--- src/rtl/floor_call_dispatcher.sv ---
`default_nettype none
// ============================================================================
// Module      : floor_call_dispatcher
// Description : Debounces floor call buttons into a pending mask and issues
//               one round-robin floor request at a time to the car controller.
// Revision    : 1.0 - initial release
// ============================================================================
module floor_call_dispatcher #(
    parameter int NUM_FLOORS     = 8,
    parameter int DEB_TICK       = 1000,
    parameter int ACCEPT_TIMEOUT = 64,
    parameter int GAP_CYCLES     = 2
) (
    input  logic                  clk,
    input  logic                  reset,
    input  logic [NUM_FLOORS-1:0] call_btn,
    input  logic                  complete,
    input  logic [2:0]            out_floor,
    input  logic                  over_weight,
    output logic [2:0]            req_floor,
    output logic [NUM_FLOORS-1:0] call_lamp,
    output logic                  busy,
    output logic                  timeout_err
);

    localparam int TICK_W = (DEB_TICK > 1) ? $clog2(DEB_TICK) : 1;
    localparam int ACC_W  = $clog2(ACCEPT_TIMEOUT + 1);
    localparam int GAP_W  = $clog2(GAP_CYCLES + 1);

    typedef enum logic [2:0] {
        IDLE        = 3'd0,
        WAIT_ACCEPT = 3'd1,
        WAIT_ARRIVE = 3'd2,
        SERVED      = 3'd3,
        GAP         = 3'd4
    } state_t;

    state_t                  state;
    state_t                  state_next;

    logic [NUM_FLOORS-1:0]   sync1;
    logic [NUM_FLOORS-1:0]   sync2;
    logic [NUM_FLOORS-1:0]   hist0;
    logic [NUM_FLOORS-1:0]   hist1;
    logic [NUM_FLOORS-1:0]   stable;
    logic [NUM_FLOORS-1:0]   stable_q;
    logic [NUM_FLOORS-1:0]   press;
    logic [TICK_W-1:0]       tick_cnt;
    logic                    tick;

    logic [NUM_FLOORS-1:0]   pending;
    logic [NUM_FLOORS-1:0]   set_mask;
    logic [NUM_FLOORS-1:0]   clear_mask;
    logic [2:0]              ptr;
    logic [2:0]              sel;
    logic [3:0]              cand;
    logic                    found;

    logic [ACC_W-1:0]        acc_cnt;
    logic [GAP_W-1:0]        gap_cnt;
    logic                    load_req;
    logic                    serve;
    logic                    to_fire;

    // ------------------------------------------------------------------
    // Synchroniser and tick-sampled debounce
    // ------------------------------------------------------------------
    assign tick   = (tick_cnt == TICK_W'(DEB_TICK - 1));
    assign stable = hist0 & hist1;
    assign press  = stable & ~stable_q;

    always_ff @(posedge clk) begin
        if (reset) begin
            sync1    <= '0;
            sync2    <= '0;
            hist0    <= '0;
            hist1    <= '0;
            stable_q <= '0;
            tick_cnt <= '0;
        end else begin
            sync1    <= call_btn;
            sync2    <= sync1;
            stable_q <= stable;
            if (tick) begin
                tick_cnt <= '0;
                hist0    <= sync2;
                hist1    <= hist0;
            end else begin
                tick_cnt <= tick_cnt + 1'b1;
            end
        end
    end

    // ------------------------------------------------------------------
    // Pending mask update: a same-cycle clear beats a new press
    // ------------------------------------------------------------------
    always_comb begin
        set_mask    = press;
        set_mask[0] = 1'b0;
        if (state == IDLE && complete)
            set_mask[out_floor] = 1'b0;
        clear_mask = '0;
        if (serve)
            clear_mask[req_floor] = 1'b1;
    end

    always_ff @(posedge clk) begin
        if (reset)
            pending <= '0;
        else
            pending <= (pending | set_mask) & ~clear_mask;
    end

    // ------------------------------------------------------------------
    // Round-robin search: ptr+1 .. 7, wrapping through 1 .. ptr
    // ------------------------------------------------------------------
    always_comb begin
        sel   = 3'd0;
        found = 1'b0;
        cand  = 4'd0;
        for (int k = 1; k < 8; k++) begin
            cand = {1'b0, ptr} + 4'(k);
            if (cand > 4'd7)
                cand = cand - 4'd7;
            if (!found && pending[cand[2:0]]) begin
                sel   = cand[2:0];
                found = 1'b1;
            end
        end
    end

    // ------------------------------------------------------------------
    // Request FSM
    // ------------------------------------------------------------------
    always_ff @(posedge clk) begin
        if (reset)
            state <= IDLE;
        else
            state <= state_next;
    end

    always_comb begin
        state_next = state;
        load_req   = 1'b0;
        serve      = 1'b0;
        to_fire    = 1'b0;
        case (state)
            IDLE: begin
                if (pending != '0 && !over_weight) begin
                    load_req   = 1'b1;
                    state_next = WAIT_ACCEPT;
                end
            end
            WAIT_ACCEPT: begin
                if (!complete)
                    state_next = WAIT_ARRIVE;
                else if (out_floor == req_floor)
                    state_next = SERVED;
                else if (acc_cnt == ACC_W'(ACCEPT_TIMEOUT - 1)) begin
                    to_fire    = 1'b1;
                    state_next = GAP;
                end
            end
            WAIT_ARRIVE: begin
                if (!over_weight && complete && out_floor == req_floor)
                    state_next = SERVED;
            end
            SERVED: begin
                serve      = 1'b1;
                state_next = GAP;
            end
            GAP: begin
                if (gap_cnt == GAP_W'(GAP_CYCLES - 1))
                    state_next = IDLE;
            end
            default: state_next = IDLE;
        endcase
    end

    always_ff @(posedge clk) begin
        if (reset) begin
            req_floor   <= 3'd0;
            ptr         <= 3'd0;
            acc_cnt     <= '0;
            gap_cnt     <= '0;
            timeout_err <= 1'b0;
        end else begin
            timeout_err <= to_fire;
            if (load_req)
                req_floor <= sel;
            else if (serve || to_fire)
                req_floor <= 3'd0;
            if (serve)
                ptr <= req_floor;
            acc_cnt <= (state == WAIT_ACCEPT) ? acc_cnt + 1'b1 : '0;
            gap_cnt <= (state == GAP) ? gap_cnt + 1'b1 : '0;
        end
    end

    assign call_lamp = pending;
    assign busy      = (state != IDLE);

endmodule
`default_nettype wire

--- config.mk ---
export PLATFORM = sky130hd
export DESIGN_NAME = floor_call_dispatcher
export DESIGN_NICKNAME = d
export VERILOG_FILES = /design/src/rtl/floor_call_dispatcher.sv
export SDC_FILE = /design/constraint.sdc
export NUM_CORES = 1
export LEC_CHECK = 0
export ABC_AREA = 1
export CORE_UTILIZATION = 50
export DETAILED_ROUTE_END_ITERATION = 8
export GPL_TIMING_DRIVEN = 0
export HOLD_SLACK_MARGIN = 0.06
export PLACE_DENSITY = 0.69
export SLEW_MARGIN = 20
export SYNTH_ARGS = -nofsm -noshare
export SYNTH_HDL_FRONTEND = slang
export SYNTH_SLANG_ARGS = --single-unit
--- constraint.sdc ---
create_clock -name clk -period 2.7 [get_ports clk]
set_input_delay 0.81 -clock clk [delete_from_list [all_inputs] [get_ports clk]]
set_output_delay 0.81 -clock clk [all_outputs]
set_load 0.03 [all_outputs]
==> impl_metrics.toml <==
[sta]
hold_ws_ns = 0.398
finalCritPeriodShare_pct = 94.2
report.final.slew_viol_count = 0
finalCriticalPeriod_ns = 2.54
finalSetupViolCount = 0
finalHoldViolCount = 0
max_freq_ghz = 0.393
slew_headroom_pct = 59.0
worst_pin_slew_ns = 0.615
finClkSkew_ns = 0.00986

[drt]
dr_wl_met2_mm = 4.55
via_per_inst = 5.33
vias = 4199
ant_nets = 0
drc_errors = 0
highest_layer = "met4"
drt_iter0_drc = 292
drt_wl_total_mm = 10.6
wl_per_cell_um = 13.4
firstDrtPassIters = 5
wl_met1_mm = 4.99
wl_met3_um = 755

[power_and_ir_drop]
irDropWorstVdd_uv = 422
cellPowerDensity_mw_per_mm2 = 493
power.total_w = 0.00242
power.leakage_nw = 2.02

[outcome]
outcome = "completed"

[flow_run]
maxCapViolCount = 0

[synth]
synthesis.nets = 669
synth_top_area_cell = "dfxtp_1"
synth_top_area_share_pct = 34.5
synthArstFlopShare_pct = 0
synthCells = 639
synth_seq_area_share_pct = 34.5
synthesis.area_mm2 = 0.00418
synthFlopType = "dfxtp_1"
ys_seq_elements = 72
yosys.cell_types.count = 34
synth_enable_flop_cells = 0
netlist_top_cells_area = "dfxtp_1 (35%), nand2_1 (12%), inv_1 (8.5%)"
yosysWarningCount = 0
synth.avg_cell_area_um2 = 6.54

[place]
dp.cells = 766
dpl.hpwl_mm = 7.71
placed_cell_area_mm2 = 0.00455
port-buffer-count = 25
gp_congestion = 0.957

[cts]
h-tree-depth = 3
hold_buffers = 0
clk_latency_ns = 0.35
path_clk_slew_ns = 0.09
cts_tree = "done"
cts_root_buffer = "clkbuf_8"
cts.sinks = 72
clk_path_buf_depth = 2
cts_made_buffers = 9

[worst_setup_path]
cp_top_family = "buffers and inverters"
critical_path_buf_inv_count = 1
slowest_stage = "clkdlybuf4s50_1"
cp.arrival_ns = 1.73
ff2ff_setup_slack_ns = 0.17
path_max_fanout = 8
critPathKind = "flop to primary output"
cp_slowest_stage_delay_ns = 0.76
worst_setup_path_start_kind = "flop"
path_cells = "clkdlybuf4s50_1"
required_ns = 1.89
worst_setup_path_end_kind = "primary output"

[hold_path]
min_path_type = "flop to flop"

[grt]
grt_overflow = 0
grt_max_degree = 16
grt_pass1_wl_mm = 17.1
grt_antenna_before_repair = 0
grt_pass1_vias = 3621
track_usage_pct = 25.4

[layout]
syn_to_final_growth_pct = 17.3
final_area_mm2 = 0.00490
stdcell_count = 788
nets = 711
antenna_cells = 0
post-route-util_pct = 62.1
drive_gt1_share_pct = 11.1

[die]
dieHeight_um = 93.4
die_area_mm2 = 0.00872
top_level_ports = 28
core_area_mm2 = 0.00789
fp-row-count = 32
die_width_um = 93.4
initial_core_util_pct = 53.0
-- stage by stage --
stage          TNS [ns]  worst slack (ns)
2_1_floorplan         0             0.301
3_3_place_gp    -0.0899           -0.0430
3_5_place_dp     -0.282            -0.124
4_1_cts               0          0.000879
5_1_grt        -0.00816          -0.00816
6_report              0             0.157
-- worst paths after layout --
| kind | startpoint | to | cells past startpoint |
|---|---|---|---|
| setup / recovery | call_lamp[3] | call_lamp[3] | 1 |
| hold / removal | sync1[6] | sync2[6] | 2 |
| setup reg to reg | ptr[1] | req_floor[2] | 20 |
| hold reg to reg | sync1[6] | sync2[6] | 2 |
-- sequential cells by signal, summed over array words and instances, names as in the netlist --
register	count
req_floor	3
hist1	7
gap_cnt	2
call_lamp	8
timeout_err	1
hist0	7
acc_cnt	7
sync2	7
stable_q	7
ptr	3
sync1	7
state	3
tick_cnt	10
-- layer usage --
metal	GRT usage [%]	up-vias
met5	0	-
met4	8.46	0
met3	5.20	26
met2	39.2	149
met1	35.3	1875
li1	-	2149
-- synthesized netlist by cell type (all sizes together) (6+ instances only) --
cell type / number
a21oi: 42
buf: 6
clkbuf: 14
dfxtp: 72
ha: 15
inv: 101
nand2: 141
nand3: 57
nand4: 15
nor2: 76
nor3: 22
nor4: 7
o21ai: 56
-- area by class of cell --
cell class / count / area (um2)
plain buffers: 18 / 90.1
clock buffers: 9 / 124
clock inverters: 7 / 60.1
fillers: 763 / 2990
inverters: 102 / 392
multi-input cells: 445 / 2340
flip-flops and latches: 72 / 1450
well taps: 102 / 128
repair buffers: 33 / 310
-- cell families after synthesis --
| family | after synthesis | synth area share, % |
|---|---|---|
| simple gates | 320 | 34.8 |
| buf+inv | 122 | 11.5 |
| flops | 72 | 34.5 |
| compound gates | 105 | 13.7 |
| fa+ha+maj | 15 | 4.49 |
| xor+xnor | 5 | 1.05 |
-- timing repair --
| item | 4_1_cts | 5_1_grt |
|---|---|---|
| pin swaps | 0 | 8 |
| endpoints found under the hold margin | 0 | 0 |
| buffers inserted | 0 | 8 |
| resized for setup | 3 | 29 |
| setup endpoints to repair | 3 | 3 |
-- power by group --
group          switching, W  internal [W]  total (W)
Sequential        0.0000199       0.00109    0.00111
Clock              0.000465      0.000349   0.000815
Combinational      0.000309      0.000183   0.000492
-- layout by cell type (no fill, tap or decap), types with 11 or more instances in the layout --
cell	netlist	routed
nand2_1	128	127
inv_1	95	94
nor2_1	74	74
dfxtp_1	72	69
nand3_1	53	50
o21ai_0	44	42
a21oi_1	40	38
clkdlybuf4s50_1	0	25
nor3_1	22	22
nand4_1	15	15
clkbuf_1	14	13
nand2_2	12	12
ha_1	15	11
Power figures use the tool's default switching activity.
